**config.mk**
```make
export PLATFORM = sky130hd
export DESIGN_NAME = main_controller
export DESIGN_NICKNAME = d
export VERILOG_FILES = /design/src/rtl/main_controller.sv
export SDC_FILE = /design/constraint.sdc
export NUM_CORES = 1
export LEC_CHECK = 0
export ABC_AREA = 1
export CAP_MARGIN = 20
export CORE_MARGIN = 2
export CORE_UTILIZATION = 50
export DETAILED_ROUTE_END_ITERATION = 8
export HOLD_SLACK_MARGIN = 0.03
export PLACE_DENSITY = 0.79
export SETUP_SLACK_MARGIN = 0.15
export SLEW_MARGIN = 30
export SYNTH_ARGS = -nofsm -noshare
export SYNTH_HDL_FRONTEND = slang
export SYNTH_SLANG_ARGS = --single-unit
```
**constraint.sdc**
```tcl
create_clock -name clk_i -period 1.46 [get_ports clk_i]
set_input_delay 0.219 -clock clk_i [delete_from_list [all_inputs] [get_ports clk_i]]
set_output_delay 0.219 -clock clk_i [all_outputs]
set_load 0.02 [all_outputs]
```
**src/rtl/main_controller.sv**
```systemverilog
// Multi-cycle RV32 main controller: FETCH/DECODE/EXEC/MEM/WB/HALT sequencer with
// registered Moore outputs decoded from the state and the opcode/funct3 latched in DECODE.
module main_controller #(
    parameter int unsigned MEM_LAT = 1
) (
    input  logic       clk_i,
    input  logic       reset_i,
    input  logic       run_i,
    input  logic [6:0] opcode_i,
    input  logic [2:0] funct3_i,
    output logic       pc_en_o,
    output logic [1:0] pc_select_o,
    output logic       reg_write_o,
    output logic       alu_src_o,
    output logic       ram_rd_en_o,
    output logic       ram_wr_en_o,
    output logic       is_byte_o,
    output logic       is_half_o,
    output logic       is_word_o,
    output logic [1:0] mem_to_reg_o,
    output logic       halted_o,
    output logic [2:0] state_o
);

    typedef enum logic [2:0] {
        StFetch  = 3'd0,
        StDecode = 3'd1,
        StExec   = 3'd2,
        StMem    = 3'd3,
        StWb     = 3'd4,
        StHalt   = 3'd5
    } state_e;

    localparam logic [6:0] OpR      = 7'b0110011;
    localparam logic [6:0] OpI      = 7'b0010011;
    localparam logic [6:0] OpLoad   = 7'b0000011;
    localparam logic [6:0] OpStore  = 7'b0100011;
    localparam logic [6:0] OpBranch = 7'b1100011;
    localparam logic [6:0] OpJal    = 7'b1101111;
    localparam logic [6:0] OpJalr   = 7'b1100111;
    localparam logic [6:0] OpLui    = 7'b0110111;

    localparam logic [3:0] LastCnt = 4'(MEM_LAT - 1);

    state_e     state_q, state_d;
    logic [6:0] op_q, op_d;
    logic [2:0] f3_q, f3_d;
    logic [3:0] cnt_q, cnt_d;
    logic       halted_q, halted_d;

    logic       pc_en_q, pc_en_d;
    logic [1:0] pc_sel_q, pc_sel_d;
    logic       reg_write_q, reg_write_d;
    logic       alu_src_q, alu_src_d;
    logic       rd_en_q, rd_en_d;
    logic       wr_en_q, wr_en_d;
    logic       byte_q, byte_d;
    logic       half_q, half_d;
    logic       word_q, word_d;
    logic [1:0] m2r_q, m2r_d;

    function automatic logic is_legal(input logic [6:0] op, input logic [2:0] f3);
        case (op)
            OpLoad:  is_legal = (f3 inside {3'b000, 3'b001, 3'b010, 3'b100, 3'b101});
            OpStore: is_legal = (f3 inside {3'b000, 3'b001, 3'b010});
            OpR, OpI, OpBranch, OpJal, OpJalr, OpLui: is_legal = 1'b1;
            default: is_legal = 1'b0;
        endcase
    endfunction

    always_comb begin
        state_d  = state_q;
        op_d     = op_q;
        f3_d     = f3_q;
        cnt_d    = cnt_q;
        halted_d = halted_q;
        case (state_q)
            StFetch: begin
                if (run_i) state_d = StDecode;
            end
            StDecode: begin
                op_d = opcode_i;
                f3_d = funct3_i;
                if (is_legal(opcode_i, funct3_i)) begin
                    state_d = StExec;
                end else begin
                    state_d  = StHalt;
                    halted_d = 1'b1;
                end
            end
            StExec: begin
                cnt_d = 4'd0;
                case (op_q)
                    OpLoad, OpStore:  state_d = StMem;
                    OpR, OpI, OpLui:  state_d = StWb;
                    default:          state_d = StFetch;
                endcase
            end
            StMem: begin
                if (cnt_q == LastCnt) begin
                    cnt_d   = 4'd0;
                    state_d = (op_q == OpLoad) ? StWb : StFetch;
                end else begin
                    cnt_d = cnt_q + 4'd1;
                end
            end
            StWb:    state_d = StFetch;
            StHalt:  state_d = StHalt;
            default: state_d = StFetch;
        endcase
    end

    // Outputs are decoded from the next-state values so the registered copies
    // line up with the state they describe.
    always_comb begin
        pc_en_d     = 1'b0;
        pc_sel_d    = 2'b00;
        reg_write_d = 1'b0;
        alu_src_d   = 1'b0;
        rd_en_d     = 1'b0;
        wr_en_d     = 1'b0;
        byte_d      = 1'b0;
        half_d      = 1'b0;
        word_d      = 1'b0;
        m2r_d       = 2'b00;
        case (state_d)
            StExec: begin
                case (op_d)
                    OpI, OpLoad, OpStore: alu_src_d = 1'b1;
                    OpBranch: begin
                        pc_en_d  = 1'b1;
                        pc_sel_d = 2'b01;
                    end
                    OpJal: begin
                        reg_write_d = 1'b1;
                        m2r_d       = 2'b10;
                        pc_en_d     = 1'b1;
                        pc_sel_d    = 2'b10;
                    end
                    OpJalr: begin
                        reg_write_d = 1'b1;
                        m2r_d       = 2'b10;
                        alu_src_d   = 1'b1;
                        pc_en_d     = 1'b1;
                        pc_sel_d    = 2'b11;
                    end
                    default: ;
                endcase
            end
            StMem: begin
                alu_src_d = 1'b1;
                rd_en_d   = (op_d == OpLoad);
                wr_en_d   = (op_d == OpStore);
                case (f3_d[1:0])
                    2'b00:   byte_d = 1'b1;
                    2'b01:   half_d = 1'b1;
                    2'b10:   word_d = 1'b1;
                    default: ;
                endcase
                // A store retires on its last MEM cycle.
                if (op_d == OpStore && cnt_d == LastCnt) pc_en_d = 1'b1;
            end
            StWb: begin
                reg_write_d = 1'b1;
                pc_en_d     = 1'b1;
                if (op_d == OpLoad)     m2r_d = 2'b01;
                else if (op_d == OpLui) m2r_d = 2'b11;
            end
            default: ;
        endcase
    end

    always_ff @(posedge clk_i) begin
        if (!reset_i) begin
            state_q     <= StFetch;
            op_q        <= 7'd0;
            f3_q        <= 3'd0;
            cnt_q       <= 4'd0;
            halted_q    <= 1'b0;
            pc_en_q     <= 1'b0;
            pc_sel_q    <= 2'b00;
            reg_write_q <= 1'b0;
            alu_src_q   <= 1'b0;
            rd_en_q     <= 1'b0;
            wr_en_q     <= 1'b0;
            byte_q      <= 1'b0;
            half_q      <= 1'b0;
            word_q      <= 1'b0;
            m2r_q       <= 2'b00;
        end else begin
            state_q     <= state_d;
            op_q        <= op_d;
            f3_q        <= f3_d;
            cnt_q       <= cnt_d;
            halted_q    <= halted_d;
            pc_en_q     <= pc_en_d;
            pc_sel_q    <= pc_sel_d;
            reg_write_q <= reg_write_d;
            alu_src_q   <= alu_src_d;
            rd_en_q     <= rd_en_d;
            wr_en_q     <= wr_en_d;
            byte_q      <= byte_d;
            half_q      <= half_d;
            word_q      <= word_d;
            m2r_q       <= m2r_d;
        end
    end

    assign pc_en_o      = pc_en_q;
    assign pc_select_o  = pc_sel_q;
    assign reg_write_o  = reg_write_q;
    assign alu_src_o    = alu_src_q;
    assign ram_rd_en_o  = rd_en_q;
    assign ram_wr_en_o  = wr_en_q;
    assign is_byte_o    = byte_q;
    assign is_half_o    = half_q;
    assign is_word_o    = word_q;
    assign mem_to_reg_o = m2r_q;
    assign halted_o     = halted_q;
    assign state_o      = state_q;

endmodule

```
==> results of run 1 <==
[kinds of logic (layout without fill, tap and decap cells)]
logic type / after synthesis / count (layout)
compound gates: 23 / 23
xor+xnor: 1 / 1
fa+ha+maj: 2 / 2
buf+inv: 34 / 110
flops: 29 / 29
simple gates: 115 / 116
[sequential cells by signal, indices dropped and copies added, names as in the netlist]
name / cells
state_o: 3
halted_o: 1
pc_en_o: 1
pc_select_o: 2
is_half_o: 1
op_q: 7
f3_q: 2
mem_to_reg_o: 2
is_word_o: 1
is_byte_o: 1
alu_src_o: 1
ram_wr_en_o: 1
reg_write_o: 1
ram_rd_en_o: 1
cnt_q: 4
[stage by stage]
step	cell area [um2]	total power [mW]	TNS, ns	utilization (%)	instances
after global placement	1980	1.32	-1.97	73.1	292
after detailed placement	1980	1.33	-2.55	73.1	292
after CTS	2300	2.05	0	84.9	308
after global routing	2380	2.22	-2.15	87.8	312
final	2380	2.16	-0.887	87.8	312
after floorplan	1440	1.12	0	-	204
[layer usage]
layer / wire (um) / vias to the layer above
met1: 2080 / 791
met3: 264 / 27
met5: 0 / -
met2: 2680 / 82
met4: 233 / 0
li1: - / 800
[critical path: stages (launching register included)]
cell,delay (ns)
dfxtp_4,0.44
nand3_4,0.19
buf_4,0.19
nand2_2,0.07
o21ai_4,0.08
buf_4,0.15
inv_1,0.08
nand3_1,0.08
o21ai_1,0.09
nand2_1,0.08
nand2_1,0.09
[path summary, 6_finish.rpt]
check | from | end | slack, ns | cells past startpoint
setup reg to reg | state_o[0] | alu_src_o | -0.16 | 10
hold / removal | funct3_i[0] | f3_q[0] | 0.34 | 3
hold reg to reg | halted_o | halted_o | 0.45 | 2
setup / recovery | state_o[0] | alu_src_o | -0.16 | 10
[synth_stat cells, types with 2 or more instances]
cell type | count | area, um2
nand2_1 | 43 | 161
nor2_1 | 30 | 113
dfxtp_1 | 29 | 581
inv_1 | 27 | 101
nand3_1 | 18 | 90.1
a21oi_1 | 11 | 55.1
nand2_2 | 5 | 31.3
nand4_1 | 5 | 31.3
nor3_1 | 5 | 25.0
o21ai_2 | 4 | 35.0
inv_2 | 3 | 11.3
o21ai_0 | 3 | 15.0
o21ai_1 | 3 | 15.0
clkinv_1 | 2 | 7.51
ha_1 | 2 | 25.0
nor2_2 | 2 | 12.5
or2_1 | 2 | 12.5
[power groups by stage]
stage	sequential (mW)	combinational [mW]	clock [mW]
final	0.866	0.634	0.657
after global placement	0.872	0.444	0
after floorplan	0.882	0.241	0
after global routing	0.871	0.672	0.677
after CTS	0.861	0.565	0.625
after detailed placement	0.874	0.452	0
[layout by cell type, fill, tap and decap left out, drive strengths merged]
cell type,count
inv,30
o21ai,10
and3,1
nand2,49
ha,2
nor3b,1
nor2,33
dlygate4sd2,19
buf,43
nor3,5
clkbuf,9
a31oi,1
o22ai,1
clkdlybuf4s50,6
dlymetal6s2s,1
dfxtp,29
nand4,5
xor2,1
a21oi,11
nand3,20
clkinv,2
or2,2
[area by class of cell]
class / instances / area [um2]
repair buffers: 70 / 591
clock buffers: 8 / 80.1
well taps: 31 / 38.8
multi-input cells: 142 / 940
fillers: 140 / 332
flip-flops and latches: 29 / 594
inverters: 32 / 135
[repair_timing]
item | 4_1_cts | 5_1_grt
resized for setup | 78 | 19
setup buffers | 7 | 4
pin swaps | 16 | 9
gates cloned | 1 | 0
hold endpoints to repair | 0 | 0
endpoints found under the setup margin | 32 | 19
==> results.sh, run 1 <==
export IMPL_status="complete, but fails checks"
export IMPL_violations="setup timing"
export IMPL_wl_per_cell_um=16.8
export IMPL_drv_cap=0
export IMPL_slew_viol_final=0
export IMPL_synthXorXnorAreaFrac_pct=0.620
export IMPL_cts_buffers=5
export IMPL_fin_crit_ns=1.62
export IMPL_leakage_nw=1.17
export IMPL_start_util_pct=52.1
export IMPL_clock_latency_ns=0.34
export IMPL_crit_fanout=8
export IMPL_syn_nets=219
export IMPL_drt_antenna_violating_nets=0
export IMPL_area_delta_synth_final_pct=68.4
export IMPL_hp_class="in2reg"
export IMPL_ys_warn_count=0
export IMPL_hold_worst_slack_ns=0.339
export IMPL_synthFlopType="dfxtp_1"
export IMPL_p_switching_mw=0.721
export IMPL_io_pins=29
export IMPL_sequentialPowerShare_pct=40.2
export IMPL_grt_use_met2_pct=53.5
export IMPL_setup_violations=13
export IMPL_synth_compound_area_share_pct=9.39
export IMPL_drt_pass1_iter_count=4
export IMPL_route_detailed_drc=0
export IMPL_synth_seq_area_share_pct=41.1
export IMPL_endpoint_kind="flop"
export IMPL_grt_busiest_layer="met2"
export IMPL_ys_seq_elements=29
export IMPL_antenna_found_initial=0
export IMPL_worst_pin_slew_ns=0.307
export IMPL_cp_required_ns=1.73
export IMPL_cts_htree_levels=2
export IMPL_synth_cells=204
export IMPL_grt_met3_usage_pct=6.35
export IMPL_clkSlewWorstSetupHoldPaths_ns=0.11
export IMPL_ir_worst_vdd_mv=0.968
export IMPL_syn_area_per_cell_um2=6.92
export IMPL_layout_nets=295
export IMPL_async_reset_ff_share_pct=0
export IMPL_drt_total_wl_um=5260
export IMPL_p_comb_share_pct=29.4
export IMPL_synth_area_um2=1410
export IMPL_clock_sinks=29
export IMPL_drive_above_1_share_pct=41.3
export IMPL_hold_violations=0
export IMPL_max_slew_margin_pct=79.4
export IMPL_synth_simple_area_share_pct=37.6
export IMPL_grt_pass1_vias=1655
export IMPL_synth_adder_area_share_pct=1.77
export IMPL_first_iter_violations=117
export IMPL_dp_hpwl_um=2610
export IMPL_worst_ep_arrival_time_ns=1.90
export IMPL_fin_worst_skew_ns=0.0139
export IMPL_hold_buffers=0
export IMPL_cts_tree="done"
export IMPL_grt_max_degree=12
export IMPL_rsz0062_at_grt="true"
export IMPL_clk_path_buf_depth=2
export IMPL_grt_usage_pct=29.3
export IMPL_gp_congestion=0.825
export IMPL_synth_top_family_by_area="simple AND/OR/NAND/NOR gates"
export IMPL_die_x_um=57.2
export IMPL_dpl_worst_slack_ns=-0.337
export IMPL_p_sw_share_pct=33.4
export IMPL_synthDistinctLibCells=27
export IMPL_power_density_nw_per_um2=907
export IMPL_gr_total_overflow=0
export IMPL_grt_util_met1_pct=32.8
export IMPL_muxShareOfSynthArea_pct=0
export IMPL_antenna_cells=0
export IMPL_crit_type="reg2reg"
export IMPL_root_buffer="clkbuf_4"
export IMPL_core_um2=2710
export IMPL_fp_dieH_um=57.2
export IMPL_fin_crit_sh_pct=111
export IMPL_fin_ws_ns=-0.165
export IMPL_timing_fmax_mhz=615
export IMPL_grt_first_pass_wirelength_um=7330
export IMPL_synth_edf_count=0
export IMPL_io_buffers=28
export IMPL_start_kind="flop"
export IMPL_die_area_um2=3270
export IMPL_rows=19
export IMPL_via_per_inst=5.45
export IMPL_p_int_mw=1.44
export IMPL_p_clk_share_pct=30.4
export IMPL_vias=1700
(Power assumes the default switching activity.)
==> run 2: changes to the inputs <==
--- a/config.mk
+++ b/config.mk
@@ -7,11 +7,11 @@
 export LEC_CHECK = 0
 export ABC_AREA = 1
 export CAP_MARGIN = 20
-export CORE_MARGIN = 2
 export CORE_UTILIZATION = 50
 export DETAILED_ROUTE_END_ITERATION = 8
 export HOLD_SLACK_MARGIN = 0.03
 export PLACE_DENSITY = 0.79
+export REMOVE_ABC_BUFFERS = 1
 export SETUP_SLACK_MARGIN = 0.15
 export SLEW_MARGIN = 30
 export SYNTH_ARGS = -nofsm -noshare
==> run 2 against run 1 <==
The run still ends with setup timing left; die area decreased by 6.9%; critical path depth decreased by 3; wire length increased by 12%; non-clock buffer count decreased by 3; sequential share of layout area increased by 0.50 points; sequential power about the same; flip-flop and latch count unchanged; critical path type unchanged; largest cell class unchanged; largest power group unchanged.
==> results.sh, run 2 (synthesis gave the netlist of run 1 again) <==
export IMPL_rsz0062_at_grt="true"
export IMPL_endpoint_kind="flop"
export IMPL_placed_cells=290
export IMPL_slew_viol_final=0
export IMPL_clkSlewWorstSetupHoldPaths_ns=0.11
export IMPL_finalNonFillerCells=308
export IMPL_cts_htree_levels=2
export IMPL_drt_total_wl_um=5900
export IMPL_fin_ws_ns=-0.205
export IMPL_hp_class="in2reg"
export IMPL_drive_above_1_share_pct=43.2
export IMPL_drt_pass1_iter_count=7
export IMPL_placed_area_um2=1940
export IMPL_io_buffers=28
export IMPL_start_kind="flop"
export IMPL_grt_usage_pct=33.7
export IMPL_dpl_worst_slack_ns=-0.344
export IMPL_drt_antenna_violating_nets=0
export IMPL_setup_violations=13
export IMPL_die_area_um2=3040
export IMPL_crit_path_frequent_cell="buf_4"
export IMPL_grt_first_pass_wirelength_um=7050
export IMPL_cts_tree="done"
export IMPL_tns_ns=-1.02
export IMPL_worst_pin_slew_ns=0.452
export IMPL_crit_type="reg2reg"
export IMPL_p_clk_share_pct=25.1
export IMPL_reg2reg_from="state_o[2]"
export IMPL_layout_commonest_cell="buf_4"
export IMPL_gr_total_overflow=0
export IMPL_sequentialPowerShare_pct=43.2
export IMPL_rows=18
export IMPL_cpMaxStageDelayCell="dfxtp_2"
export IMPL_via_per_inst=6.00
export IMPL_hold_worst_slack_ns=0.231
export IMPL_fin_worst_skew_ns=0.0151
export IMPL_regArea_um2=592
export IMPL_violations="setup timing"
export IMPL_cp_required_ns=1.72
export IMPL_core_um2=2570
export IMPL_hold_buffers=0
export IMPL_max_slew_margin_pct=69.6
export IMPL_first_iter_violations=170
export IMPL_critPathLaunch="state_o[2]"
export IMPL_gp_congestion=0.843
export IMPL_p_comb_share_pct=31.7
export IMPL_largest_reg_flops=7
export IMPL_route_detailed_drc=0
export IMPL_area_delta_synth_final_pct=64.4
export IMPL_timing_fmax_mhz=601
export IMPL_vias=1848
export IMPL_power_mw=2.00
export IMPL_min_from="funct3_i[0]"
export IMPL_cts_buffers=5
export IMPL_dp_hpwl_um=2710
export IMPL_worst_path_buf_inv=3
export IMPL_multi_input_area_um2=932
export IMPL_hold_violations=0
export IMPL_final_util_pct=90.4
export IMPL_power_density_nw_per_um2=862
export IMPL_p_sw_share_pct=36.7
export IMPL_fin_crit_sh_pct=114
export IMPL_clock_sinks=29
export IMPL_start_util_pct=55.0
export IMPL_nFillCells=111
export IMPL_crit_fanout=8
export IMPL_fp_dieH_um=55.2
export IMPL_drv_cap=0
export IMPL_mostFrequentLayoutCells="buf_4 (35), nand2_1 (30), inv_1 (25), dfxtp_1 (24), nor2_1 (18)"
export IMPL_layout_nets=292
export IMPL_p_switching_mw=0.735
export IMPL_fin_area_um2=2320
export IMPL_antenna_found_initial=0
export IMPL_max_stage_delay_ns=0.36
export IMPL_ff2ff_setup_slack_ns=-0.21
export IMPL_io_pins=29
export IMPL_p_int_mw=1.27
export IMPL_clock_latency_ns=0.35
export IMPL_clk_path_buf_depth=2
export IMPL_ir_worst_vdd_mv=0.946
export IMPL_worst_ep_arrival_time_ns=1.93
export IMPL_antenna_cells=0
export IMPL_fin_crit_ns=1.67
export IMPL_root_buffer="clkbuf_4"
export IMPL_status="complete, but fails checks"
export IMPL_crit_chain="inv_4 > nand3_4 > buf_4 > o21ai_4 > buf_4 > nand4_1 > a21oi_1"
export IMPL_leakage_nw=1.18
export IMPL_grt_pass1_vias=1611
export IMPL_grt_max_degree=19
export IMPL_crit_family="buffers and inverters"
export IMPL_die_x_um=55.2
export IMPL_wl_per_cell_um=19.1
export IMPL_max_flop_register="op_q"
run 2: cell types whose count changed in the layout (fill, tap and decap cells not counted), moves of 3 or more:
cell	change
nand2_4	-3
dlymetal6s2s_1	+5
nor2_2	+3
nand2_2	+5
a21oi_2	-3
dlygate4sd2_1	-4
a21oi_1	+3
nand3_2	+4
nand3_1	-3
run 2: what timing repair did:
| action | CTS | global route |
|---|---|---|
| endpoints found under the setup margin | 32 | 18 |
| pin swaps | 21 | 13 |
| gates cloned | 1 | 0 |
| setup buffers | 5 | 4 |
| hold endpoints to repair | 0 | 0 |
| gates resized for setup | 71 | 37 |
run 2: layout make-up:
| type | count | share of cell area [%] |
|---|---|---|
| Clock buffer | 5 | 1.62 |
| Clock inverter | 3 | 0.754 |
| Inverter | 32 | 5.60 |
| Multi-Input combinational cell | 142 | 40.1 |
| Sequential cell | 29 | 25.5 |
| Tap cell | 30 | 1.62 |
| Timing Repair Buffer | 67 | 24.8 |
run 2: worst paths after layout:
check	to	cells after the start
worst max register to register	mem_to_reg_o[0]	7
worst max-delay path	mem_to_reg_o[0]	7
worst min register to register	halted_o	2
worst min-delay path	f3_q[0]	3
run 2: routing by layer:
metal	wire length (um)	GRT usage [%]	part of all wire (%)	vias up
li1	-	-	-	792
met4	363	18.3	6.2	0
met3	582	9.84	9.9	51
met1	1970	35.2	33	844
met5	0	0	0	-
met2	2980	60.2	51	161
run 2: worst min-delay path: cells and delay by family:
kind | cells | cell delay (ns)
simple gates | 1 | 0.09
buf+inv | 1 | 0.13
compound gates | 1 | 0.11
run 2: power groups by stage:
stage / registers [mW] / logic (mW) / clock network, mW
2_1_floorplan: 0.881 / 0.224 / 0
3_3_place_gp: 0.871 / 0.429 / 0
3_5_place_dp: 0.872 / 0.443 / 0
4_1_cts: 0.859 / 0.535 / 0.489
5_1_grt: 0.867 / 0.669 / 0.542
6_report: 0.866 / 0.635 / 0.502
